`src/rtl/hazard_ctrl_if.sv`:
```
// Bundle between the ID/EX/MEM pipeline control and the hazard controller.
// master drives hazard inputs and receives enables/flushes; slave is the controller.
interface hazard_ctrl_if #(
  parameter int PERF_W = 32
);
  logic [4:0]        ID_rs;
  logic [4:0]        ID_rt;
  logic              ID_useRs;
  logic              ID_useRt;
  logic [1:0]        ID_Branch;
  logic [1:0]        ID_Jump;
  logic              ID_redirect;
  logic              EX_RegWrite;
  logic [1:0]        EX_RegSrc;
  logic [4:0]        EX_WriteReg;
  logic              MEM_RegWrite;
  logic [1:0]        MEM_RegSrc;
  logic [4:0]        MEM_WriteReg;
  logic              dmem_busy;
  logic              PC_Write;
  logic              IFID_Write;
  logic              IFID_Flush;
  logic              IDEX_Flush;
  logic              EXMEM_Write;
  logic              MEMWB_Write;
  logic              Stalling;
  logic [PERF_W-1:0] perf_stall_cycles;
  logic [PERF_W-1:0] perf_flushes;

  modport master (
    output ID_rs, ID_rt, ID_useRs, ID_useRt, ID_Branch, ID_Jump, ID_redirect,
           EX_RegWrite, EX_RegSrc, EX_WriteReg,
           MEM_RegWrite, MEM_RegSrc, MEM_WriteReg, dmem_busy,
    input  PC_Write, IFID_Write, IFID_Flush, IDEX_Flush, EXMEM_Write, MEMWB_Write,
           Stalling, perf_stall_cycles, perf_flushes
  );

  modport slave (
    input  ID_rs, ID_rt, ID_useRs, ID_useRt, ID_Branch, ID_Jump, ID_redirect,
           EX_RegWrite, EX_RegSrc, EX_WriteReg,
           MEM_RegWrite, MEM_RegSrc, MEM_WriteReg, dmem_busy,
    output PC_Write, IFID_Write, IFID_Flush, IDEX_Flush, EXMEM_Write, MEMWB_Write,
           Stalling, perf_stall_cycles, perf_flushes
  );
endinterface

```
`src/rtl/hazard_ctrl.sv`:
```
// Hazard controller for the 5-stage MIPS core: ID-bypass stalls, redirect flush, dmem freeze.
// Optional stall/flush performance counters are enabled by defining HAZARD_PERF_EN.
`ifndef BRANCH_NONE
`define BRANCH_NONE 2'b00
`endif
`ifndef JUMP_REG
`define JUMP_REG 2'b10
`endif
`ifndef REGSRC_ALU
`define REGSRC_ALU 2'b00
`endif
`ifndef REGSRC_MEM
`define REGSRC_MEM 2'b01
`endif
`ifndef REGSRC_PCPLUS4
`define REGSRC_PCPLUS4 2'b10
`endif

module hazard_ctrl #(
  parameter int STALL_W = 2,
  parameter int PERF_W  = 32
) (
  input  logic         clk,
  input  logic         rst,
  hazard_ctrl_if.slave bus
);
  typedef enum logic {RUN = 1'b0, STALL = 1'b1} state_t;

  state_t             state_q, state_d;
  logic [STALL_W-1:0] cnt_q, cnt_d;
  logic               use_id_s;
  logic [1:0]         need_rs_s, need_rt_s, need_s;
  logic               pc_write_s, ifid_write_s, ifid_flush_s, idex_flush_s;
  logic               exmem_write_s, memwb_write_s, stalling_s;

  function automatic logic src_match(input logic [4:0] src, input logic used,
                                     input logic wr, input logic [4:0] wreg);
    return used && wr && (wreg != 5'd0) && (wreg == src);
  endfunction

  // WB is write-first in the RF, so only EX and MEM producers can be too late.
  function automatic logic [1:0] need_for(input logic ex_hit, input logic mem_hit,
                                          input logic use_id, input logic [1:0] ex_src,
                                          input logic [1:0] mem_src);
    logic [1:0] n;
    n = 2'd0;
    if (mem_hit && use_id && (mem_src == `REGSRC_MEM)) n = 2'd1;
    if (ex_hit) begin
      if (ex_src == `REGSRC_MEM)                  n = use_id ? 2'd2 : 2'd1;
      else if ((ex_src == `REGSRC_ALU) && use_id) n = 2'd1;
      else                                        n = n;
    end
    return n;
  endfunction

  // Stall requirement: worst case over both source operands.
  always_comb begin
    use_id_s  = (bus.ID_Branch != `BRANCH_NONE) || (bus.ID_Jump == `JUMP_REG);
    need_rs_s = need_for(src_match(bus.ID_rs, bus.ID_useRs, bus.EX_RegWrite, bus.EX_WriteReg),
                         src_match(bus.ID_rs, bus.ID_useRs, bus.MEM_RegWrite, bus.MEM_WriteReg),
                         use_id_s, bus.EX_RegSrc, bus.MEM_RegSrc);
    need_rt_s = need_for(src_match(bus.ID_rt, bus.ID_useRt, bus.EX_RegWrite, bus.EX_WriteReg),
                         src_match(bus.ID_rt, bus.ID_useRt, bus.MEM_RegWrite, bus.MEM_WriteReg),
                         use_id_s, bus.EX_RegSrc, bus.MEM_RegSrc);
    need_s    = (need_rs_s > need_rt_s) ? need_rs_s : need_rt_s;
  end

  // Next state and control outputs; dmem_busy freezes everything and holds the FSM.
  always_comb begin
    state_d       = state_q;
    cnt_d         = cnt_q;
    pc_write_s    = 1'b1;
    ifid_write_s  = 1'b1;
    ifid_flush_s  = 1'b0;
    idex_flush_s  = 1'b0;
    exmem_write_s = 1'b1;
    memwb_write_s = 1'b1;
    stalling_s    = 1'b0;
    if (rst) begin
      state_d = RUN;
      cnt_d   = '0;
    end else if (bus.dmem_busy) begin
      pc_write_s    = 1'b0;
      ifid_write_s  = 1'b0;
      exmem_write_s = 1'b0;
      memwb_write_s = 1'b0;
      stalling_s    = (state_q == STALL);
    end else if (state_q == STALL) begin
      pc_write_s   = 1'b0;
      ifid_write_s = 1'b0;
      idex_flush_s = 1'b1;
      stalling_s   = 1'b1;
      cnt_d        = cnt_q - STALL_W'(1);
      if (cnt_q == STALL_W'(1)) state_d = RUN;
      else                      state_d = STALL;
    end else if (need_s != 2'd0) begin
      pc_write_s   = 1'b0;
      ifid_write_s = 1'b0;
      idex_flush_s = 1'b1;
      stalling_s   = 1'b1;
      if (need_s == 2'd2) begin
        state_d = STALL;
        cnt_d   = STALL_W'(1);
      end else begin
        state_d = RUN;
      end
    end else begin
      ifid_flush_s = bus.ID_redirect;
    end
  end

  // FSM state and stall counter.
  always_ff @(posedge clk) begin
    state_q <= state_d;
    cnt_q   <= cnt_d;
  end

  assign bus.PC_Write    = pc_write_s;
  assign bus.IFID_Write  = ifid_write_s;
  assign bus.IFID_Flush  = ifid_flush_s;
  assign bus.IDEX_Flush  = idex_flush_s;
  assign bus.EXMEM_Write = exmem_write_s;
  assign bus.MEMWB_Write = memwb_write_s;
  assign bus.Stalling    = stalling_s;

`ifdef HAZARD_PERF_EN
  logic [PERF_W-1:0] perf_stall_q, perf_stall_d, perf_flush_q, perf_flush_d;

  // Counters wrap naturally at 2^PERF_W.
  always_comb begin
    perf_stall_d = perf_stall_q;
    perf_flush_d = perf_flush_q;
    if (rst) begin
      perf_stall_d = '0;
      perf_flush_d = '0;
    end else begin
      if (stalling_s && !bus.dmem_busy) perf_stall_d = perf_stall_q + PERF_W'(1);
      else                              perf_stall_d = perf_stall_q;
      if (ifid_flush_s) perf_flush_d = perf_flush_q + PERF_W'(1);
      else              perf_flush_d = perf_flush_q;
    end
  end

  // Performance counter registers.
  always_ff @(posedge clk) begin
    perf_stall_q <= perf_stall_d;
    perf_flush_q <= perf_flush_d;
  end

  assign bus.perf_stall_cycles = perf_stall_q;
  assign bus.perf_flushes      = perf_flush_q;
`else
  assign bus.perf_stall_cycles = {PERF_W{1'b0}};
  assign bus.perf_flushes      = {PERF_W{1'b0}};
`endif
endmodule

```
`src/flat_wrapper.sv`:
```
// flat-port wrapper written by rule: the top's interface ports become plain ports
module hazard_ctrl_flat 
#(
  parameter int STALL_W = 2,
  parameter int PERF_W  = 32
)
  (clk, rst, bus_ID_rs, bus_ID_rt, bus_ID_useRs, bus_ID_useRt, bus_ID_Branch, bus_ID_Jump, bus_ID_redirect, bus_EX_RegWrite, bus_EX_RegSrc, bus_EX_WriteReg, bus_MEM_RegWrite, bus_MEM_RegSrc, bus_MEM_WriteReg, bus_dmem_busy, bus_PC_Write, bus_IFID_Write, bus_IFID_Flush, bus_IDEX_Flush, bus_EXMEM_Write, bus_MEMWB_Write, bus_Stalling, bus_perf_stall_cycles, bus_perf_flushes);
  hazard_ctrl_if #(.PERF_W(PERF_W)) bus_i ();
  input  logic clk;
  input  logic rst;
  input wire logic [$bits(bus_i.ID_rs)-1:0] bus_ID_rs;
  input wire logic [$bits(bus_i.ID_rt)-1:0] bus_ID_rt;
  input wire logic [$bits(bus_i.ID_useRs)-1:0] bus_ID_useRs;
  input wire logic [$bits(bus_i.ID_useRt)-1:0] bus_ID_useRt;
  input wire logic [$bits(bus_i.ID_Branch)-1:0] bus_ID_Branch;
  input wire logic [$bits(bus_i.ID_Jump)-1:0] bus_ID_Jump;
  input wire logic [$bits(bus_i.ID_redirect)-1:0] bus_ID_redirect;
  input wire logic [$bits(bus_i.EX_RegWrite)-1:0] bus_EX_RegWrite;
  input wire logic [$bits(bus_i.EX_RegSrc)-1:0] bus_EX_RegSrc;
  input wire logic [$bits(bus_i.EX_WriteReg)-1:0] bus_EX_WriteReg;
  input wire logic [$bits(bus_i.MEM_RegWrite)-1:0] bus_MEM_RegWrite;
  input wire logic [$bits(bus_i.MEM_RegSrc)-1:0] bus_MEM_RegSrc;
  input wire logic [$bits(bus_i.MEM_WriteReg)-1:0] bus_MEM_WriteReg;
  input wire logic [$bits(bus_i.dmem_busy)-1:0] bus_dmem_busy;
  output wire logic [$bits(bus_i.PC_Write)-1:0] bus_PC_Write;
  output wire logic [$bits(bus_i.IFID_Write)-1:0] bus_IFID_Write;
  output wire logic [$bits(bus_i.IFID_Flush)-1:0] bus_IFID_Flush;
  output wire logic [$bits(bus_i.IDEX_Flush)-1:0] bus_IDEX_Flush;
  output wire logic [$bits(bus_i.EXMEM_Write)-1:0] bus_EXMEM_Write;
  output wire logic [$bits(bus_i.MEMWB_Write)-1:0] bus_MEMWB_Write;
  output wire logic [$bits(bus_i.Stalling)-1:0] bus_Stalling;
  output wire logic [$bits(bus_i.perf_stall_cycles)-1:0] bus_perf_stall_cycles;
  output wire logic [$bits(bus_i.perf_flushes)-1:0] bus_perf_flushes;
  assign bus_i.ID_rs = bus_ID_rs;
  assign bus_i.ID_rt = bus_ID_rt;
  assign bus_i.ID_useRs = bus_ID_useRs;
  assign bus_i.ID_useRt = bus_ID_useRt;
  assign bus_i.ID_Branch = bus_ID_Branch;
  assign bus_i.ID_Jump = bus_ID_Jump;
  assign bus_i.ID_redirect = bus_ID_redirect;
  assign bus_i.EX_RegWrite = bus_EX_RegWrite;
  assign bus_i.EX_RegSrc = bus_EX_RegSrc;
  assign bus_i.EX_WriteReg = bus_EX_WriteReg;
  assign bus_i.MEM_RegWrite = bus_MEM_RegWrite;
  assign bus_i.MEM_RegSrc = bus_MEM_RegSrc;
  assign bus_i.MEM_WriteReg = bus_MEM_WriteReg;
  assign bus_i.dmem_busy = bus_dmem_busy;
  assign bus_PC_Write = bus_i.PC_Write;
  assign bus_IFID_Write = bus_i.IFID_Write;
  assign bus_IFID_Flush = bus_i.IFID_Flush;
  assign bus_IDEX_Flush = bus_i.IDEX_Flush;
  assign bus_EXMEM_Write = bus_i.EXMEM_Write;
  assign bus_MEMWB_Write = bus_i.MEMWB_Write;
  assign bus_Stalling = bus_i.Stalling;
  assign bus_perf_stall_cycles = bus_i.perf_stall_cycles;
  assign bus_perf_flushes = bus_i.perf_flushes;
  hazard_ctrl #(.STALL_W(STALL_W), .PERF_W(PERF_W)) u_core (.clk(clk), .rst(rst), .bus(bus_i));
endmodule
```
`config.mk`:
```
export PLATFORM = sky130hd
export DESIGN_NAME = hazard_ctrl_flat
export DESIGN_NICKNAME = d
export VERILOG_FILES = /design/src/rtl/hazard_ctrl_if.sv /design/src/rtl/hazard_ctrl.sv /design/src/flat_wrapper.sv
export SDC_FILE = /design/constraint.sdc
export NUM_CORES = 1
export LEC_CHECK = 0
export BUFFER_PORTS_ARGS = -buffer_cell sky130_fd_sc_hd__buf_2
export CAP_MARGIN = 0
export CORE_UTILIZATION = 30
export DETAILED_ROUTE_END_ITERATION = 10
export PLACE_DENSITY = 0.69
export SYNTH_ARGS = -nofsm -noshare
export SYNTH_HDL_FRONTEND = slang
export SYNTH_SLANG_ARGS = --single-unit
export TNS_END_PERCENT = 100
```
`constraint.sdc`:
```
create_clock -name clk -period 2.9 [get_ports clk]
set_input_delay 0.29 -clock clk [delete_from_list [all_inputs] [get_ports clk]]
set_output_delay 0.29 -clock clk [all_outputs]
set_load 0.01 [all_outputs]
```
==> results of run 1 <==
==> power groups by stage <==
stage | combinational, µW | sequential [µW] | clock (µW)
after floorplan | 150 | 42.3 | 0
after global placement | 141 | 42.4 | 0
after detailed placement | 143 | 42.4 | 0
after CTS | 146 | 41.8 | 121
after global routing | 173 | 41.8 | 126
final | 156 | 41.8 | 119
==> registers in the layout (all words and copies together), names as in the netlist <==
name and cells:
u_core.state_q 1, u_core.cnt_q 2
==> path summary, 6_finish.rpt <==
| path | end | depth (start not counted) | from | slack, ns |
|---|---|---|---|---|
| worst max-delay path | bus_IFID_Flush | 13 | bus_ID_rt[2] | -0.03 |
| worst min-delay path | u_core.cnt_q[0] | 2 | rst | 0.39 |
| worst max register to register | u_core.cnt_q[1] | 5 | u_core.cnt_q[1] | 1.79 |
| worst min register to register | u_core.cnt_q[0] | 2 | u_core.cnt_q[0] | 0.53 |
==> layout by cell type, fill, tap and decap left out, types with 2 or more instances in the layout <==
cell	n
conb_1	64
buf_2	39
buf_4	20
xnor2_1	12
nor2_1	9
xor2_1	7
nand2_1	6
inv_1	5
nand4_1	3
nor4_1	3
a21oi_4	3
nor3_1	3
clkbuf_8	3
buf_6	3
dfxtp_1	3
nand2b_1	2
a21oi_1	2
o21ai_2	2
a21o_1	2
and3_1	2
ha_4	2
ha_1	2
==> metal layers <==
layer	part of all wire, %	vias to the layer above	global-route usage (%)
li1	-	548	-
met1	39	456	12.2
met2	55	62	21.6
met3	6.0	0	1.03
met4	0	0	2.39
met5	0	-	0
==> kinds of logic after synthesis <==
group / Yosys count / share of synthesized area [%]
other: 1 / 0.306
adder cells (fa/ha/maj): 4 / 4.08
XOR/XNOR: 20 / 14.3
AND/OR/NAND/NOR: 44 / 21.9
AO/OA/AOI/OAI: 19 / 11.6
flip-flops: 3 / 4.90
buffers and inverters: 74 / 42.9
==> stage by stage <==
step	cells	total power (µW)
floorplan	228	192
global placement	270	184
detailed placement	270	186
CTS	273	309
global route	275	341
finish	275	316
==> final cells by class <==
class,count,area (µm²)
Fill cell,395,2220
Multi-Input combinational cell,151,996
Timing Repair Buffer,63,394
Sequential cell,3,60.1
Tap cell,48,60.1
Clock buffer,4,45.0
Inverter,6,25.0
==> repair_timing <==
| item | in CTS | in global routing |
|---|---|---|
| cloned | 0 | 0 |
| pin swaps | 11 | 4 |
| hold buffers | 0 | 0 |
| buffers inserted | 0 | 2 |
| endpoints found under the setup margin | 5 | 5 |
| gates resized for setup | 18 | 10 |
==> summary.txt, run 1 <==
Flow run
  • Max-cap violations: 0

Yosys
  • Post-synth EDFFs: 0
  • #FFs+latches synth: 3
  • Top-count cell post-synth: buf_4
  • Post-synth top area cell: buf_4
  • Synth cell types: 41
  • Post-Syn Area: between 1000 and 1500 µm²
  • Synth top area share: between 40 and 50%
  • Post-synthesis cell count: about 170
  • Synth Flop Type: dfxtp_1
  • Avg Cell Area, Syn: 7.43 µm²
  • Leading post-synthesis cells by cell area: buf_4 (40%), xnor2_1 (8.6%), xor2_1 (5.7%)
  • Asr flop ratio synth: 0%
  • Synthesis warning total: 0
  • Register area share after synthesis: between 4 and 5%
  • Top post-synthesis cells by count: buf_4 (66), xnor2_1 (12), nor2_1 (9)

Timing
  • Worst clock skew: 0.00299 ns
  • Final WS setup: -0.0343 ns
  • Final slew viol count: 0
  • Fmax: around 340 MHz
  • Hold Slack: about 0.39 ns
  • RSZ-0062 raised after global routing: true
  • Final setup fails: 3
  • Minimum clock period: between 2 and 3 ns
  • Setup TNS: -0.0659 ns
  • Fin crit share: 101%
  • Final hold vios: 0

Clocking
  • CTS Buf Count: 3
  • Worst-path clk slew: approximately 0.030 ns
  • H-Tree Depth: 1
  • Sink Count: 3
  • Clk buf depth: 2
  • Worst-Skew Late Latency: around 0.21 ns
  • CTS root buf: clkbuf_8
  • CTS tree: done

Floorplanning
  • Standard-cell rows: 22
  • Full die area: approximately 4300 µm²
  • Starting density of the core: approximately 32%
  • Core footprint: approximately 3800 µm²
  • Chip height: ~66 µm
  • Io pins: around 110
  • Die width: 65.9 µm

Critical path
  • WP data required: about 2.6 ns
  • Critical path's most frequent cell: a21oi_4
  • Startpoint types: input pin
  • Crit path max-delay cell type: or4b_4
  • Worst-path maximum fanout: 4
  • Number of buffers and inverters on the critical path: 3
  • Slowest cell delay on critical path: ~0.52 ns
  • Kind of critical path: input pin to primary output
  • Critical-path cell list: buf_4 -> xor2_2 -> nor4_2 -> or4b_4 -> a21boi_4 -> ha_4 -> inv_4 -> a21oi_4 -> a21o_1 -> nand2_2 -> a21oi_4 -> and3_1 -> buf_2
  • CP Capture Type: primary output
  • Delay-heaviest family, CP: simple AND/OR/NAND/NOR gates
  • CP arrival: between 2 and 3 ns

Min path
  • Hold crit path type: input pin to flip-flop

Place
  • Worst slack, placed: -0.340 ns
  • Port buffer count: 42
  • Cell Area, Placed: roughly 1400 µm²
  • Gpl congestion: about 0.74
  • DP Wirelength: 2060 µm

Status
  • Violated checks: setup timing
  • Status: complete, but fails checks

Power
  • Power share of the clock group: 37.6%
  • Combinational power share: slightly below 50%
  • P_sw: approximately 120 µW
  • Internal Pwr Total: 200 µW
  • Peak VDD IR: around 0.088 mV
  • Switching share of total power: a little under two fifths
  • Pwr/cell area: ~200 nW/µm²
  • Reg power frac: a little over an eighth
  • P_leak: 0.000780 µW

Cells and area
  • Area grow syn2layout: 28.9%
  • # diodes: 0
  • Fin nets: approximately 270
  • Post-route cell area: ~1600 µm²
  • Layout cells sized above 1: between 30% and 40%
  • Utilization after layout: a little over two fifths

Drt
  • # DRC: 0
  • Avg Vias per Cell: about 3.9
  • 1st-iter DRT viols: 14
  • Drt wl/cell: approximately 9 µm
  • WL final: roughly 2400 µm
  • DR pass1 iterations: 4
  • Vias: roughly 1100
  • Final ANT Viol Nets: 0

Global routing
  • Number of antenna violations at the first check in global routing: 0
  • Number of global-route vias before repair: ~940
  • Grt ovf: 0
  • All-layer global routing usage: between 10% and 20%
  • First-pass GRT wire length: ~3800 µm
  • Largest net degree at the start of global routing: 11
Power figures use the tool's default switching activity.
==> run 2: changes to the inputs <==
GPL_ROUTABILITY_DRIVEN = 0   (was unset)
PLACE_DENSITY = 0.66   (was 0.69)
clock period = 2.89 ns   (was 2.9 ns; I/O delays follow)
==> run 2 against run 1 <==
The flow now finishes without violations. Critical path depth down 1. First-iteration DRC count grew 21%. Register-to-register slack lost 0.02 ns. Power grew 1.6%. Critical endpoint unchanged. Largest cell class unchanged. Hold slack worse by 0.017 ns. Global-route usage up 0.47 points. Die area is the same. Sequential power about the same. Clock power about the same. Final area is 1.7% higher. Routed wire length up 2.8%.
==> summary.txt, run 2 (synthesis gave the netlist of run 1 again) <==
Status
  • Status: complete, no violations (was complete, but fails checks)

Drt
  • Avg Vias per Cell: 3.93 (was 3.88)
  • WL final: 2520 µm (was 2450 µm)
  • Vias: 1096 (was 1066)
  • Drt wl/cell: 9.03 µm (was 8.91 µm)
  • 1st-iter DRT viols: 17 (was 14)
  • DR pass1 iterations: 4 (unchanged)
  • Final ANT Viol Nets: 0 (unchanged)
  • # DRC: 0 (unchanged)

Timing
  • Worst clock skew: 0.00134 ns (was 0.00299 ns)
  • Setup TNS: 0 ns (was -0.0659 ns)
  • Fmax: roughly 350 MHz
  • Final slew viol count: 0 (unchanged)
  • Final hold vios: 0 (unchanged)
  • Minimum clock period: about 2.9 ns
  • Fin crit share: slightly below 100%
  • RSZ-0062 raised after global routing: true (unchanged)
  • Hold Slack: 0.374 ns (was 0.391 ns)
  • Final setup fails: 0 (was 3)

Power
  • Switching share of total power: 37.3% (was 36.9%)
  • Pwr/cell area: 200 nW/µm² (about the same)
  • Peak VDD IR: 0.125 mV (was 0.0883 mV)
  • Reg power frac: 13.1% (was 13.2%)
  • Power share of the clock group: 37.3% (was 37.6%)
  • Total design power: 321 µW (was 316 µW)
  • P_sw: 120 µW (was 117 µW)
  • Combinational power share: 49.6% (was 49.1%)
  • Internal Pwr Total: 202 µW (was 200 µW)
  • P_leak: 0.000797 µW (was 0.000780 µW)

Critical path
  • Startpoint types: input pin (unchanged)
  • Kind of critical path: input pin to primary output (unchanged)
  • WP data required: 2.60 ns (was 2.61 ns)
  • Critical-path cell list: buf_6 -> buf_6 -> or4_4 -> nor2_4 -> and3b_4 -> or2_4 -> ha_4 -> a21oi_2 -> o21ai_2 -> a21oi_4 -> and3_1 -> buf_2 (was buf_4 -> xor2_2 -> nor4_2 -> or4b_4 -> a21boi_4 -> ha_4 -> inv_4 -> a21oi_4 -> a21o_1 -> nand2_2 -> a21oi_4 -> and3_1 -> buf_2)
  • CP arrival: 2.57 ns (was 2.64 ns)
  • Delay-heaviest family, CP: simple AND/OR/NAND/NOR gates (unchanged)
  • Slowest cell delay on critical path: 0.50 ns (was 0.52 ns)
  • Worst-path maximum fanout: 4 (unchanged)
  • Crit path max-delay cell type: or4_4 (was or4b_4)
  • Critical path's most frequent cell: buf_6 (was a21oi_4)
  • Number of buffers and inverters on the critical path: 3 (unchanged)
  • CP Capture Type: primary output (unchanged)

Place
  • DP Wirelength: 2060 µm (about the same)
  • Cell Area, Placed: 1370 µm² (was 1380 µm²)
  • Port buffer count: 42 (unchanged)

Global routing
  • All-layer global routing usage: 11.4% (was 10.9%)
  • First-pass GRT wire length: 3940 µm (was 3800 µm)
  • Number of global-route vias before repair: 939 (was 944)
  • Number of antenna violations at the first check in global routing: 0 (unchanged)
  • Largest net degree at the start of global routing: 11 (unchanged)
  • Grt ovf: 0 (unchanged)

Cells and area
  • Max reg flops: 2 (unchanged)
  • Regs by FF count: u_core.cnt_q x2, u_core.state_q x1 (unchanged)
  • # diodes: 0 (unchanged)
  • Commonest non-fill, non-tap cells in the layout: conb_1 (64), buf_2 (40), buf_4 (23) (was conb_1 (64), buf_2 (39), buf_4 (20))
  • # fillers: 408 (was 395)
  • Fin nets: 272 (was 268)
  • Biggest register: u_core.cnt_q (unchanged)
  • Area grow syn2layout: 31.0% (was 28.9%)
  • Post-route cell area: 1610 µm² (was 1580 µm²)
  • Utilization after layout: 42.3% (was 41.6%)
  • Commonest non-fill, non-tap cell in the layout: conb_1 (unchanged)
  • Layout cells sized above 1: 40.7% (was 39.6%)

Clocking
  • CTS root buf: clkbuf_8 (unchanged)
  • Sink Count: 3 (unchanged)
  • Worst-path clk slew: 0.03 ns (about the same)
  • CTS Buf Count: 3 (unchanged)
  • Clk buf depth: 2 (unchanged)
  • CTS tree: done (unchanged)
  • Hold Buf Count CTS: 0 (unchanged)
  • H-Tree Depth: 1 (unchanged)
  • Worst-Skew Late Latency: 0.21 ns (about the same)

Floorplanning
  • Io pins: 107 (unchanged)
  • Chip height: 65.9 µm (unchanged)
  • Die width: 65.9 µm (unchanged)
  • Core footprint: 3800 µm² (unchanged)
  • Starting density of the core: 32.3% (unchanged)
  • Full die area: 4350 µm² (unchanged)
  • Standard-cell rows: 22 (unchanged)

Min path
  • Hold crit path type: input pin to flip-flop (unchanged)

Flow run
  • Max-cap violations: 0 (unchanged)
[run 2: final timing paths]
| check | startpoint | to | slack (ns) | cells past startpoint |
|---|---|---|---|---|
| max | bus_EX_WriteReg[2] | bus_IFID_Flush | 0.03 | 12 |
| min | rst | u_core.cnt_q[0] | 0.37 | 2 |
| max reg2reg | u_core.cnt_q[1] | u_core.cnt_q[1] | 1.77 | 5 |
| min reg2reg | u_core.cnt_q[0] | u_core.cnt_q[0] | 0.52 | 2 |
[run 2: cell type report]
| class | count | area [µm²] | share of cell area, % |
|---|---|---|---|
| Inverter | 6 | 25.0 | 1.56 |
| Timing Repair Buffer | 67 | 422 | 26.2 |
| Tap cell | 48 | 60.1 | 3.74 |
| Clock buffer | 4 | 45.0 | 2.80 |
| Sequential cell | 3 | 60.1 | 3.74 |
| Multi-Input combinational cell | 151 | 995 | 61.9 |
[run 2: metal layers]
metal | track usage, % | share of wire [%] | up-vias
li1 | - | - | 560
met1 | 14.4 | 42 | 481
met2 | 20.2 | 51 | 55
met3 | 1.55 | 6.4 | 0
met4 | 2.39 | 0 | 0
met5 | 0 | 0 | -
[run 2: power groups by stage]
| stage | Sequential (µW) | Clock (µW) | Combinational [µW] |
|---|---|---|---|
| floorplan | 42.5 | 0 | 150 |
| global placement | 42.5 | 0 | 142 |
| detailed placement | 42.5 | 0 | 143 |
| CTS | 42.0 | 123 | 147 |
| global route | 42.0 | 126 | 177 |
| finish | 42.0 | 120 | 159 |
[run 2: stage by stage]
step	setup WS, ns	cells
floorplan	0.0293	228
global placement	-0.242	268
detailed placement	-0.250	268
CTS	0.00148	275
global route	-0.102	279
finish	0.0265	279
[run 2: timing repair]
item	in CTS	in global routing
gates cloned	0	0
pin swaps	11	11
setup endpoints to repair	5	5
buffers inserted	4	4
resized for setup	14	12
==> run 3: changes to the inputs <==
ABC_AREA = 1   (was unset)
PLACE_DENSITY = unset   (was 0.66)
==> run 3 against run 2 <==
Synthesized cell count rose by 50%. Hold slack improved by 0.050 ns. Fmax is 11% higher. Combinational power shrank 13%. Final cell count up 22%. Final area is 13% lower. Register-to-register slack better by 0.14 ns. Clock-buffer cell count did not move. Critical endpoint is now bus_IFID_Write. First-iteration DRC count is 24% higher.
==> summary.txt, run 3 <==
Place
  • DP Wirelength: 2180 µm (was 2060 µm)
  • Port buffer count: 42 (unchanged)

Status
  • Status: complete, no violations (unchanged)

Yosys
  • Post-Syn Area: 1340 µm² (was 1230 µm²)
  • Post-synth top area cell: buf_4 (unchanged)
  • Post-synthesis cell count: 247 (was 165)
  • Avg Cell Area, Syn: 5.44 µm² (was 7.43 µm²)
  • Post-synth EDFFs: 0 (unchanged)
  • Synthesis warning total: 0 (unchanged)
  • #FFs+latches synth: 3 (unchanged)
  • Synth top area share: 36.9% (was 40.4%)
  • Top post-synthesis cells by count: nand2_1 (81), buf_4 (66), inv_1 (39) (was buf_4 (66), xnor2_1 (12), nor2_1 (9))
  • Asr flop ratio synth: 0% (unchanged)
  • Top-count cell post-synth: nand2_1 (was buf_4)
  • Synth Flop Type: dfxtp_1 (unchanged)
  • Synth cell types: 21 (was 41)
  • Register area share after synthesis: 4.47% (was 4.90%)
  • Leading post-synthesis cells by cell area: buf_4 (37%), nand2_1 (23%), inv_1 (11%) (was buf_4 (40%), xnor2_1 (8.6%), xor2_1 (5.7%))

Critical path
  • Crit path max-delay cell type: ha_1 (was or4_4)
  • CP arrival: 2.30 ns (was 2.57 ns)
  • Startpoint types: input pin (unchanged)
  • CP Capture Type: primary output (unchanged)
  • Slowest cell delay on critical path: 0.27 ns (was 0.50 ns)
  • Critical-path cell list: buf_2 -> inv_1 -> nand2_1 -> nand3_1 -> nor2_1 -> nand3_2 -> a21boi_1 -> ha_1 -> a22oi_1 -> inv_1 -> nand3_2 -> nand4_2 -> or2_1 -> nand2_1 -> buf_2 (was buf_6 -> buf_6 -> or4_4 -> nor2_4 -> and3b_4 -> or2_4 -> ha_4 -> a21oi_2 -> o21ai_2 -> a21oi_4 -> and3_1 -> buf_2)
  • Kind of critical path: input pin to primary output (unchanged)
  • WP data required: 2.60 ns (about the same)
  • Worst-path maximum fanout: 4 (unchanged)

Global routing
  • Grt ovf: 0 (unchanged)
  • First-pass GRT wire length: 3770 µm (was 3940 µm)
  • Largest net degree at the start of global routing: 9 (was 11)
  • All-layer global routing usage: 10.2% (was 11.4%)
  • Number of global-route vias before repair: 1010 (was 939)
  • Number of antenna violations at the first check in global routing: 0 (unchanged)

Floorplanning
  • Standard-cell rows: 23 (was 22)
  • Chip height: 68.9 µm (was 65.9 µm)
  • Full die area: 4750 µm² (was 4350 µm²)
  • Die width: 68.9 µm (was 65.9 µm)
  • Io pins: 107 (unchanged)
  • Core footprint: 4140 µm² (was 3800 µm²)
  • Starting density of the core: 32.4% (was 32.3%)

Clocking
  • Worst-Skew Late Latency: 0.21 ns (about the same)
  • Hold Buf Count CTS: 0 (unchanged)
  • H-Tree Depth: 1 (unchanged)
  • Post-CTS Setup Repair Bufs: 0 (was 4)
  • Clk buf depth: 2 (unchanged)
  • Sink Count: 3 (unchanged)
  • CTS root buf: clkbuf_8 (unchanged)
  • Worst-path clk slew: 0.03 ns (about the same)
  • CTS Buf Count: 3 (unchanged)
  • CTS tree: done (unchanged)

Power
  • P_leak: 0.000956 µW (was 0.000797 µW)
  • Pwr/cell area: 214 nW/µm² (was 200 nW/µm²)
  • Peak VDD IR: 0.106 mV (was 0.125 mV)
  • Total design power: 300 µW (was 321 µW)

Drt
  • Drt wl/cell: 7.10 µm (was 9.03 µm)
  • 1st-iter DRT viols: 21 (was 17)
  • Vias: 1283 (was 1096)
  • Avg Vias per Cell: 3.77 (was 3.93)
  • # DRC: 0 (unchanged)
  • DR pass1 iterations: 4 (unchanged)
  • WL final: 2420 µm (was 2520 µm)
  • Final ANT Viol Nets: 0 (unchanged)

Cells and area
  • # fillers: 477 (was 408)
  • Max reg flops: 2 (unchanged)
  • Area grow syn2layout: 4.38% (was 31.0%)
  • # diodes: 0 (unchanged)
  • Commonest non-fill, non-tap cells in the layout: nand2_1 (81), conb_1 (64), buf_2 (42) (was conb_1 (64), buf_2 (40), buf_4 (23))
  • Biggest register: u_core.cnt_q (unchanged)
  • Fin nets: 331 (was 272)
  • Regs by FF count: u_core.cnt_q x2, u_core.state_q x1 (unchanged)
  • Commonest non-fill, non-tap cell in the layout: nand2_1 (was conb_1)
  • Layout cells sized above 1: 19.7% (was 40.7%)

Timing
  • RSZ-0062 raised after global routing: false (was true)
  • Final slew viol count: 0 (unchanged)
  • Minimum clock period: 2.59 ns (was 2.86 ns)
  • Final setup fails: 0 (unchanged)
  • Final hold vios: 0 (unchanged)
  • Setup TNS: 0 ns (unchanged)
  • Fin crit share: 89.5% (was 99.1%)
  • Worst clock skew: 0.00128 ns (was 0.00134 ns)
  • Fmax: 386 MHz (was 349 MHz)

Flow run
  • Max-cap violations: 0 (unchanged)

Min path
  • Hold crit path type: input pin to flip-flop (unchanged)
-- run 3: cell types whose count changed after synthesis, sizes merged, moves of 3 or more --
cell	previous run	this run
and3	3	0
inv	6	42
nand2	7	82
nand3	1	15
nor2	10	18
nor3	3	0
nor4	4	0
xnor2	12	0
xor2	8	1
-- run 3: layer usage --
metal / up-vias / wire (µm) / track usage (%) / share of wire, %
met2: 62 / 1160 / 18.8 / 48
met1: 533 / 1090 / 12.6 / 45
met3: 0 / 162 / 1.15 / 6.7
met5: - / 0 / 0 / 0
li1: 688 / - / - / -
met4: 0 / 0 / 2.30 / 0
-- run 3: critical path, delay by kind of cell --
| family | cells | cell delay [ns] |
|---|---|---|
| buffers and inverters | 4 | 0.37 |
| AO/OA/AOI/OAI | 2 | 0.41 |
| AND/OR/NAND/NOR | 8 | 0.97 |
| adder cells (fa/ha/maj) | 1 | 0.27 |
-- run 3: final timing paths --
kind	from	to	slack, ns	cells past startpoint
hold / removal	rst	u_core.cnt_q[1]	0.42	4
hold reg to reg	u_core.cnt_q[0]	u_core.cnt_q[0]	0.48	2
setup / recovery	bus_ID_rt[1]	bus_IFID_Write	0.30	15
setup reg to reg	u_core.state_q	u_core.cnt_q[1]	1.91	6
-- run 3: cells by family after synthesis --
kind of cell,count (synthesis),share of synthesized area [%]
adders and majority gates,4,3.72
buffers and inverters,109,48.9
other,1,0.279
and+or+nand+nor,117,37.0
xor gates and xnor gates,1,0.652
AOI/OAI and AO/OA,12,5.03
DFF,3,4.47
-- run 3: report_power, final --
| part | internal [µW] | leakage (µW) | switching [µW] |
|---|---|---|---|
| clock | 93.9 | 0.0000228 | 25.4 |
| combinational | 41.8 | 0.000909 | 96.5 |
| sequential | 41.9 | 0.0000242 | 0.0801 |
| total | 178 | 0.000956 | 122 |
-- run 3: cell type report --
cell class / instances / area, µm² / share of cell area [%]
sequential: 3 / 60.1 / 4.28
clock buffer: 4 / 45.0 / 3.21
inverter: 43 / 161 / 11.5
tap: 50 / 62.6 / 4.46
timing repair buffer: 42 / 210 / 15.0
multi-input combinational: 198 / 863 / 61.6
-- run 3: repair_timing --
item | 4_1_cts | 5_1_grt
endpoints found under the hold margin | 0 | 0
resized for setup | 0 | 1
setup endpoints to repair | 0 | 1
-- run 3: per-stage QoR --
step           worst slack (ns)  std cells  util (%)  cell area [µm²]  hold WS, ns
4_1_cts                   0.271        340      33.8             1400        0.423
3_3_place_gp              0.323        336      32.8             1360        0.471
5_1_grt                 0.00472        340      33.8             1400        0.463
2_1_floorplan             0.501        310         -             1580        0.454
3_5_place_dp              0.270        336      32.8             1360        0.474
6_report                  0.302        340      33.8             1400        0.424
